### src/rtl/input_debounce.sv
// input_debounce: pin synchronizer plus stability filter with edge strobes and a saturating glitch counter
module input_debounce #(
   parameter int SYNC_STAGES = 2,
   parameter int FILTER_LEN  = 16,
   parameter int INIT_LEVEL  = 0,
   parameter int INVERT      = 0
) (
   input  logic        clk,
   input  logic        rst,
   input  logic        din,
   input  logic        glitch_clr,
   output logic        dout,
   output logic        rise,
   output logic        fall,
   output logic [15:0] glitch_cnt
);
   localparam int CW = $clog2(FILTER_LEN + 1);
   localparam logic INV = INVERT[0];
   localparam logic INIT = INIT_LEVEL[0];
   localparam logic [CW-1:0] LAST = CW'(FILTER_LEN - 1);
   logic [SYNC_STAGES-1:0] sync;
   logic [CW-1:0] cnt;
   logic s;
   logic abort;
   assign s = sync[SYNC_STAGES-1] ^ INV;
   // a pending transition that collapses back to the held level is a rejected glitch
   assign abort = (s == dout) && (cnt != '0);
   always_ff @(posedge clk) begin
      if (rst) begin
         sync       <= {SYNC_STAGES{INIT ^ INV}};
         dout       <= INIT;
         rise       <= 1'b0;
         fall       <= 1'b0;
         cnt        <= '0;
         glitch_cnt <= '0;
      end else begin
         sync <= {sync[SYNC_STAGES-2:0], din};
         rise <= 1'b0;
         fall <= 1'b0;
         if (s == dout)
            cnt <= '0;
         else if (cnt == LAST) begin
            dout <= s;
            cnt  <= '0;
            rise <= s;
            fall <= ~s;
         end else
            cnt <= cnt + 1'b1;
         if (glitch_clr)
            glitch_cnt <= '0;
         else if (abort && glitch_cnt != 16'hFFFF)
            glitch_cnt <= glitch_cnt + 16'd1;
      end
   end
endmodule
### config.mk
export PLATFORM = sky130hd
export DESIGN_NAME = input_debounce
export DESIGN_NICKNAME = d
export VERILOG_FILES = /design/src/rtl/input_debounce.sv
export SDC_FILE = /design/constraint.sdc
export NUM_CORES = 1
export LEC_CHECK = 0
export ABC_AREA = 1
export CAP_MARGIN = 25
export CORE_MARGIN = 3
export CORE_UTILIZATION = 56
export CTS_CLUSTER_SIZE = 12
export DETAILED_ROUTE_END_ITERATION = 6
export PLACE_DENSITY = 0.8
export SLEW_MARGIN = 5
export SYNTH_ARGS = -nofsm -noshare
export SYNTH_HDL_FRONTEND = slang
export SYNTH_SLANG_ARGS = --single-unit
### constraint.sdc
create_clock -name clk -period 2.9 [get_ports clk]
set_clock_uncertainty 0.15 [all_clocks]
set_input_delay 0.29 -clock clk [delete_from_list [all_inputs] [get_ports clk]]
set_output_delay 0.29 -clock clk [all_outputs]
set_load 0.005 [all_outputs]
==> results.sh <==
export IMPL_syn_nets=201
export IMPL_clock_path_buffers=2
export IMPL_synth_area_mm2=0.00137
export IMPL_worstPathBufferInverterCount=1
export IMPL_p_total_uw=571
export IMPL_synth_compound_area_share_pct=8.66
export IMPL_area_growth_pct=20.9
export IMPL_report_final_slew_viol_count=0
export IMPL_fin_ws_ns=1.07
export IMPL_cp_end_kind="output port"
export IMPL_slowest_stage="clkdlybuf4s50_1"
export IMPL_wire_per_inst_um=12.1
export IMPL_n_fill_cell=195
export IMPL_hp_class="flip-flop to flip-flop"
export IMPL_die_h_um=55.5
export IMPL_yosysSeqAreaShare_pct=37.9
export IMPL_synth_fa_ha_area_share_pct=3.65
export IMPL_grt_pass1_vias=1285
export IMPL_synth_simple_area_share_pct=43.3
export IMPL_reg2reg_from="glitch_cnt[0]$_SDFFE_PP0P_"
export IMPL_vias=1305
export IMPL_cts_root_buf="clkbuf_4"
export IMPL_grt_ovfl_total=0
export IMPL_dp_cells=242
export IMPL_cts_setup_buffers=0
export IMPL_crit_start="glitch_cnt[11]$_SDFFE_PP0P_"
export IMPL_hold_buffers=0
export IMPL_register_area_um2=520
export IMPL_rsz0062_at_grt="false"
export IMPL_synthMuxAreaShare_pct=0
export IMPL_track_usage_pct=21.4
export IMPL_cp_data_required_time_ns=2.46
export IMPL_cts_made_buffers=3
export IMPL_core_mm2=0.00228
export IMPL_yosys_warnings=0
export IMPL_synth_seq_cells=26
export IMPL_ir_worst_vdd_v=0.000239
export IMPL_max_cap_violations=0
export IMPL_nets=227
export IMPL_p_per_area_mw_per_mm2=344
export IMPL_grt_pass1_wl_mm=5.43
export IMPL_post_route_period_util_pct=63.1
export IMPL_initial_core_util_pct=60.3
export IMPL_dp_hpwl_mm=2.34
export IMPL_slew_headroom_pct=46.0
export IMPL_leakage_uw=0.000603
export IMPL_first_iter_violations=35
export IMPL_drt_pass1_iterations=5
export IMPL_synth_top_family_by_area="simple AND/OR/NAND/NOR gates"
export IMPL_mostFrequentLayoutCells="42 x nand2_1, 37 x nor2_1, 26 x dfxtp_1"
export IMPL_syn_inst=193
export IMPL_portBuffers=22
export IMPL_antenna_found_initial=0
export IMPL_fin_cells=246
export IMPL_synth_async_reset_ratio_pct=0
export IMPL_syn_avg_cell_area_um2=7.11
export IMPL_cts_resized=0
export IMPL_multiInputGateArea_um2=772
export IMPL_ys_flop_type="dfxtp_1"
export IMPL_outcome="finished clean"
export IMPL_h_tree_depth=1
export IMPL_cp_max_fo=7
export IMPL_grt_start_max_net_pins=15
export IMPL_layout_drive_gt1_share_pct=11.5
export IMPL_clock_sinks=26
export IMPL_clock_latency_ns=0.33
export IMPL_period_needed_ns=1.83
export IMPL_critPathMaxStageDelay_ns=0.56
export IMPL_max_freq_ghz=0.546
export IMPL_setup_tns_ns=0
export IMPL_tightest_slew_ns=0.807
export IMPL_drc=0
export IMPL_gp_congestion=0.815
export IMPL_viasPerCell=5.30
export IMPL_dieArea_mm2=0.00308
export IMPL_ant_nets=0
export IMPL_synth_cell_types=23
export IMPL_worstHoldStart="sync[0]$_SDFF_PP0_"
export IMPL_die_w_um=55.5
export IMPL_cpLargestDelayFamily="buffers and inverters"
export IMPL_path_clk_slew_ns=0.14
export IMPL_setup_viol=0
export IMPL_io_pins=23
export IMPL_crit_arrival_ns=1.39
export IMPL_finalWirelength_mm=2.97
export IMPL_start_kind="flip-flop"
export IMPL_path_cells="clkdlybuf4s50_1"
export IMPL_final_common_cell="nand2_1"
export IMPL_cts_tree="yes"
export IMPL_diodes=0
export IMPL_synth_xor_area_share_pct=0.638
export IMPL_path_class="flip-flop to output port"
export IMPL_synth_edf_count=0
export IMPL_fp_row_count=17
export IMPL_pre_cts_slack_ns=0.831
export IMPL_finalHoldViolCount=0
==> path summary, 6_finish.rpt <==
path / end / slack, ns / depth (start not counted)
max: glitch_cnt[11] / 1.07 / 1
min: sync[1]$_SDFF_PP0_ / 0.27 / 2
min reg2reg: sync[1]$_SDFF_PP0_ / 0.27 / 2
max reg2reg: glitch_cnt[9]$_SDFFE_PP0P_ / 1.14 / 8
==> where the power goes <==
group          internal (µW)  switching (µW)
logic                   9.45            13.9
clock network           76.9             110
registers                359            1.64
==> cells by family after synthesis <==
family | count (synthesis)
AO/OA/AOI/OAI | 21
XOR/XNOR | 1
adder cells (fa/ha/maj) | 4
buffers and inverters | 21
flip-flops | 26
AND/OR/NAND/NOR | 120
==> synth_stat cells, types with 2 or more instances <==
cell	count	share of area, %
a21oi_1	14	5.1
dfxtp_1	26	38
ha_1	4	3.6
inv_1	19	5.2
nand2_1	42	11
nand2_2	6	2.7
nand2_4	3	2.5
nand3_1	14	5.1
nand4_1	4	1.8
nor2_1	37	10
nor2_2	3	1.4
nor2_4	6	4.9
nor4_1	2	0.91
o21ai_0	3	1.1
o21ai_1	2	0.73
==> stage by stage <==
stage	utilization, %	cell area, µm²	hold WS [ns]
6_report	72.9	1660	0.269
5_1_grt	72.9	1660	0.307
4_1_cts	72.9	1660	0.272
3_5_place_dp	71.3	1620	0.249
3_3_place_gp	71.3	1620	0.251
2_1_floorplan	-	1370	0.211
==> registers in the layout, summed over array words and instances (netlist names) <==
| name | flops |
|---|---|
| cnt | 5 |
| dout | 1 |
| fall | 1 |
| glitch_cnt | 16 |
| rise | 1 |
| sync | 2 |
==> routing by layer <==
metal	vias to the layer above	GRT usage (%)	part of all wire [%]
met1	591	25.6	41
met5	-	0	0
met4	0	7.99	1.5
li1	665	-	-
met3	5	3.04	5.7
met2	44	38.2	51
==> cell type report <==
class | instances | share of cell area, %
Inverter | 20 | 4.52
Clock buffer | 4 | 2.19
Timing Repair Buffer | 22 | 13.3
Sequential cell | 26 | 31.4
Tap cell | 28 | 2.11
Multi-Input combinational cell | 146 | 46.5
Power figures use the tool's default switching activity.
==> RTL edit 1 (config.mk and constraints unchanged) <==
Reset style: asynchronous (`rst`), changed in one clocked block.
--- a/src/rtl/input_debounce.sv
+++ b/src/rtl/input_debounce.sv
@@ -25,7 +25,7 @@
    assign s = sync[SYNC_STAGES-1] ^ INV;
    // a pending transition that collapses back to the held level is a rejected glitch
    assign abort = (s == dout) && (cnt != '0);
-   always_ff @(posedge clk) begin
+   always_ff @(posedge clk or posedge rst) begin
       if (rst) begin
          sync       <= {SYNC_STAGES{INIT ^ INV}};
          dout       <= INIT;
Check against the original RTL: differs if rst is asserted again (counterexample within 10 cycles, from zero or initial values and one cycle with rst high); with rst held inactive, the same outputs for 10 cycles.
==> RTL edit 1 against the unedited design <==
Area after synthesis is 4.1% higher. Count of clock-buffer cells in the layout is the same. Synthesized cell count unchanged. Non-clock buffer count grew 1. Via count grew 2.4%. Routed wire length grew 5.3%. Worst setup slack worse by 320 ps. Sequential cell count is the same. Design area up 2.9%.
Power is not compared: it rests on default switching activity, and its combinational part moved more than twofold at a synthesized area within 25%.
==> RTL edit 1: results <==
set metrics [dict create \
    outcome "finished clean" \
    async_flop_share_pct 100.0 \
    worstHoldPathType "in -> async" \
    drive_gt1_share_pct 5.530 \
    num_vias 1336 \
    dp_cells 241 \
    fillers 192 \
    grtUsageMet2_pct 37.29 \
    synthXorXnorAreaFrac_pct 1.839 \
    vias_per_cell 5.453 \
    grt_util_met1_pct 28.26 \
    syn_nets 200 \
    path_delay_family "simple AND/OR/NAND/NOR gates" \
    place_congestion 0.8251 \
    track_usage_pct 21.98 \
    slowest_delay_ps 500 \
    dr_wl_met3_um 141 \
    dp_hpwl_um 2291 \
    synthAdderAreaFrac_pct 2.627 \
    dpl_cell_area_um2 1672 \
    synth_flop_cell "dfrtp_1" \
    drtPass1Iterations 4 \
    post-place-ws_ps 797.8 \
    netlist_top_cells_area "dfrtp_1 46%, nand2_1 17%, nand4_1 6.6%" \
    rr_worst_depth 9 \
]
==> RTL edit 1: cell types whose count changed in the layout (fill, tap and decap cells not counted), moves of 3 or more <==
cell / change
dfrtp_1: +26
nand2_4: -3
nor2_4: -3
nor2_1: -13
nand4_1: +11
nand3_1: +3
nand2_2: -6
nand2_1: +24
inv_1: +3
a21oi_1: -11
dfxtp_1: -26
==> RTL edit 1: cell type report <==
class | count | area (um^2) | area share, %
inverters | 23 | 86.33 | 5.055
clock buffers | 4 | 36.28 | 2.125
flip-flops and latches | 26 | 650.6 | 38.10
multi-input cells | 141 | 671.9 | 39.34
repair buffers | 23 | 227.7 | 13.33
well taps | 28 | 35.03 | 2.051
==> RTL edit 1: power by group through the flow <==
stage               registers (uW)  clock network, uW  logic [uW]
floorplan                      382                  0        37.1
detailed placement             384                  0        54.5
global route                   378                207        59.9
global placement               382                  0        51.5
CTS                            377                188        54.5
finish                         377                183        54.0
==> RTL edit 2 (config.mk and constraints unchanged) <==
Made on the original files. Change the parameter `INVERT` from 0 to 1.
--- a/src/rtl/input_debounce.sv
+++ b/src/rtl/input_debounce.sv
@@ -3,7 +3,7 @@
    parameter int SYNC_STAGES = 2,
    parameter int FILTER_LEN  = 16,
    parameter int INIT_LEVEL  = 0,
-   parameter int INVERT      = 0
+   parameter int INVERT      = 1
 ) (
    input  logic        clk,
    input  logic        rst,
Check against the original RTL: not equivalent (a bounded check fails within 10 cycles, from zero or initial values and one cycle with rst high).
==> RTL edit 2 against the unedited design <==
Routed wire length decreased by 9.6%. Synthesized cell count is 2.1% lower. Design area fell by 2.9%. Total power down 6.8%. Sequential cell count unchanged. First-iteration DRC count down 40%. Worst setup slack gained 70 ps. Area after synthesis is 2.6% lower. Largest cell class unchanged.
==> RTL edit 2: results <==
set metrics [dict create \
    outcome "finished clean" \
    route.met2.wl_um 1266 \
    drtPass1Iterations 4 \
    synth_commonest_cells "42 x nand2_1, 36 x nor2_1, 26 x dfxtp_1, 17 x inv_1, 15 x a21oi_1" \
    routed_wl_um 2687 \
    tightest_slew_ps 838.9 \
    grtUsageMet2_pct 35.04 \
    grt_pass1_wl_um 4388 \
    ys_seq_area_share_pct 38.91 \
    rrSetupSlack_ps 1190 \
    path_max_fanout 5 \
    ir_drop_uv 256.9 \
    post_cts_buffers 0 \
    synth_cell_type_count 25 \
    async_flop_share_pct 0 \
    setup-violations-final 0 \
    worstSetupEndpoint "glitch_cnt[3]" \
    post-place-ws_ps 870.8 \
    syn_nets 197 \
    worstHoldStart "sync[0]" \
    arrival_ps 1320 \
    diodes 0 \
    r2r-start "glitch_cnt[0]" \
    whs_ps 273.1 \
    p_sw_share_pct 21.43 \
    drive_gt1_share_pct 9.390 \
    grt_util_met1_pct 24.18 \
    holdPathEnd "sync[1]" \
    drt-met1-wl_um 1268 \
    fillers 199 \
    cts_resized 0 \
    p_leak_uw 0.0005742 \
    path_delay_family "buffers and inverters" \
    nets 223 \
    clock_latency_ps 320 \
    dpl_cell_area_um2 1589 \
    rr_endpoint "glitch_cnt[11]" \
    post-route-period-util_pct 60.70 \
    cts_root_buffer "clkbuf_4" \
    cts_max_level 1 \
    place_congestion 0.8577 \
    dr_wl_met3_um 104 \
    grt_pass1_vias 1059 \
    gr-usage-met3_pct 2.997 \
    grt_start_max_net_pins 14 \
    cts.clk_slew.worst_paths_ps 130 \
    num_vias 1250 \
    netlist_top_cells_area "dfxtp_1 39%, nand2_1 12%, nor2_1 10%" \
    placement.io_buffers 22 \
    track_usage_pct 19.98 \
    postLayoutCoreUtil_pct 72.16 \
    critPathLaunch "glitch_cnt[3]" \
    drtIter0Drc 21 \
    dp_hpwl_um 2169 \
    stdcell_count 241 \
    holdPathStages 1 \
    syn_inst 189 \
]
RTL edit 2: changes by cell type in the layout (fill, tap and decap cells not counted), moves of 2 or more:
cell and change:
inv_1 -2, nand2_2 -4, nand3_1 -2, nor2_4 -2
or2_2 +2, xor2_1 +3
RTL edit 2: cells by family (layout without fill, tap and decap cells):
kind of cell	Yosys count	count (layout)	synth area share, %
DFF	26	26	38.91
adders and majority gates	4	4	3.742
xor gates and xnor gates	5	5	3.275
buffers and inverters	20	44	5.612
and+or+nand+nor	112	112	39.38
AOI/OAI and AO/OA	22	22	9.074
RTL edit 2: power by group through the flow:
stage               combinational, uW  clock, uW  sequential [uW]
floorplan                        14.8          0              369
global placement                 22.9          0              369
detailed placement               23.8          0              369
CTS                              23.9        153              361
global route                     26.6        161              362
finish                           23.7        147              361
RTL edit 2: cell type report:
type | instances | share of cell area, %
sequential | 26 | 32.30
tap | 28 | 2.174
timing repair buffer | 22 | 13.66
clock buffer | 3 | 1.398
multi-input combinational | 143 | 46.04
inverter | 19 | 4.425
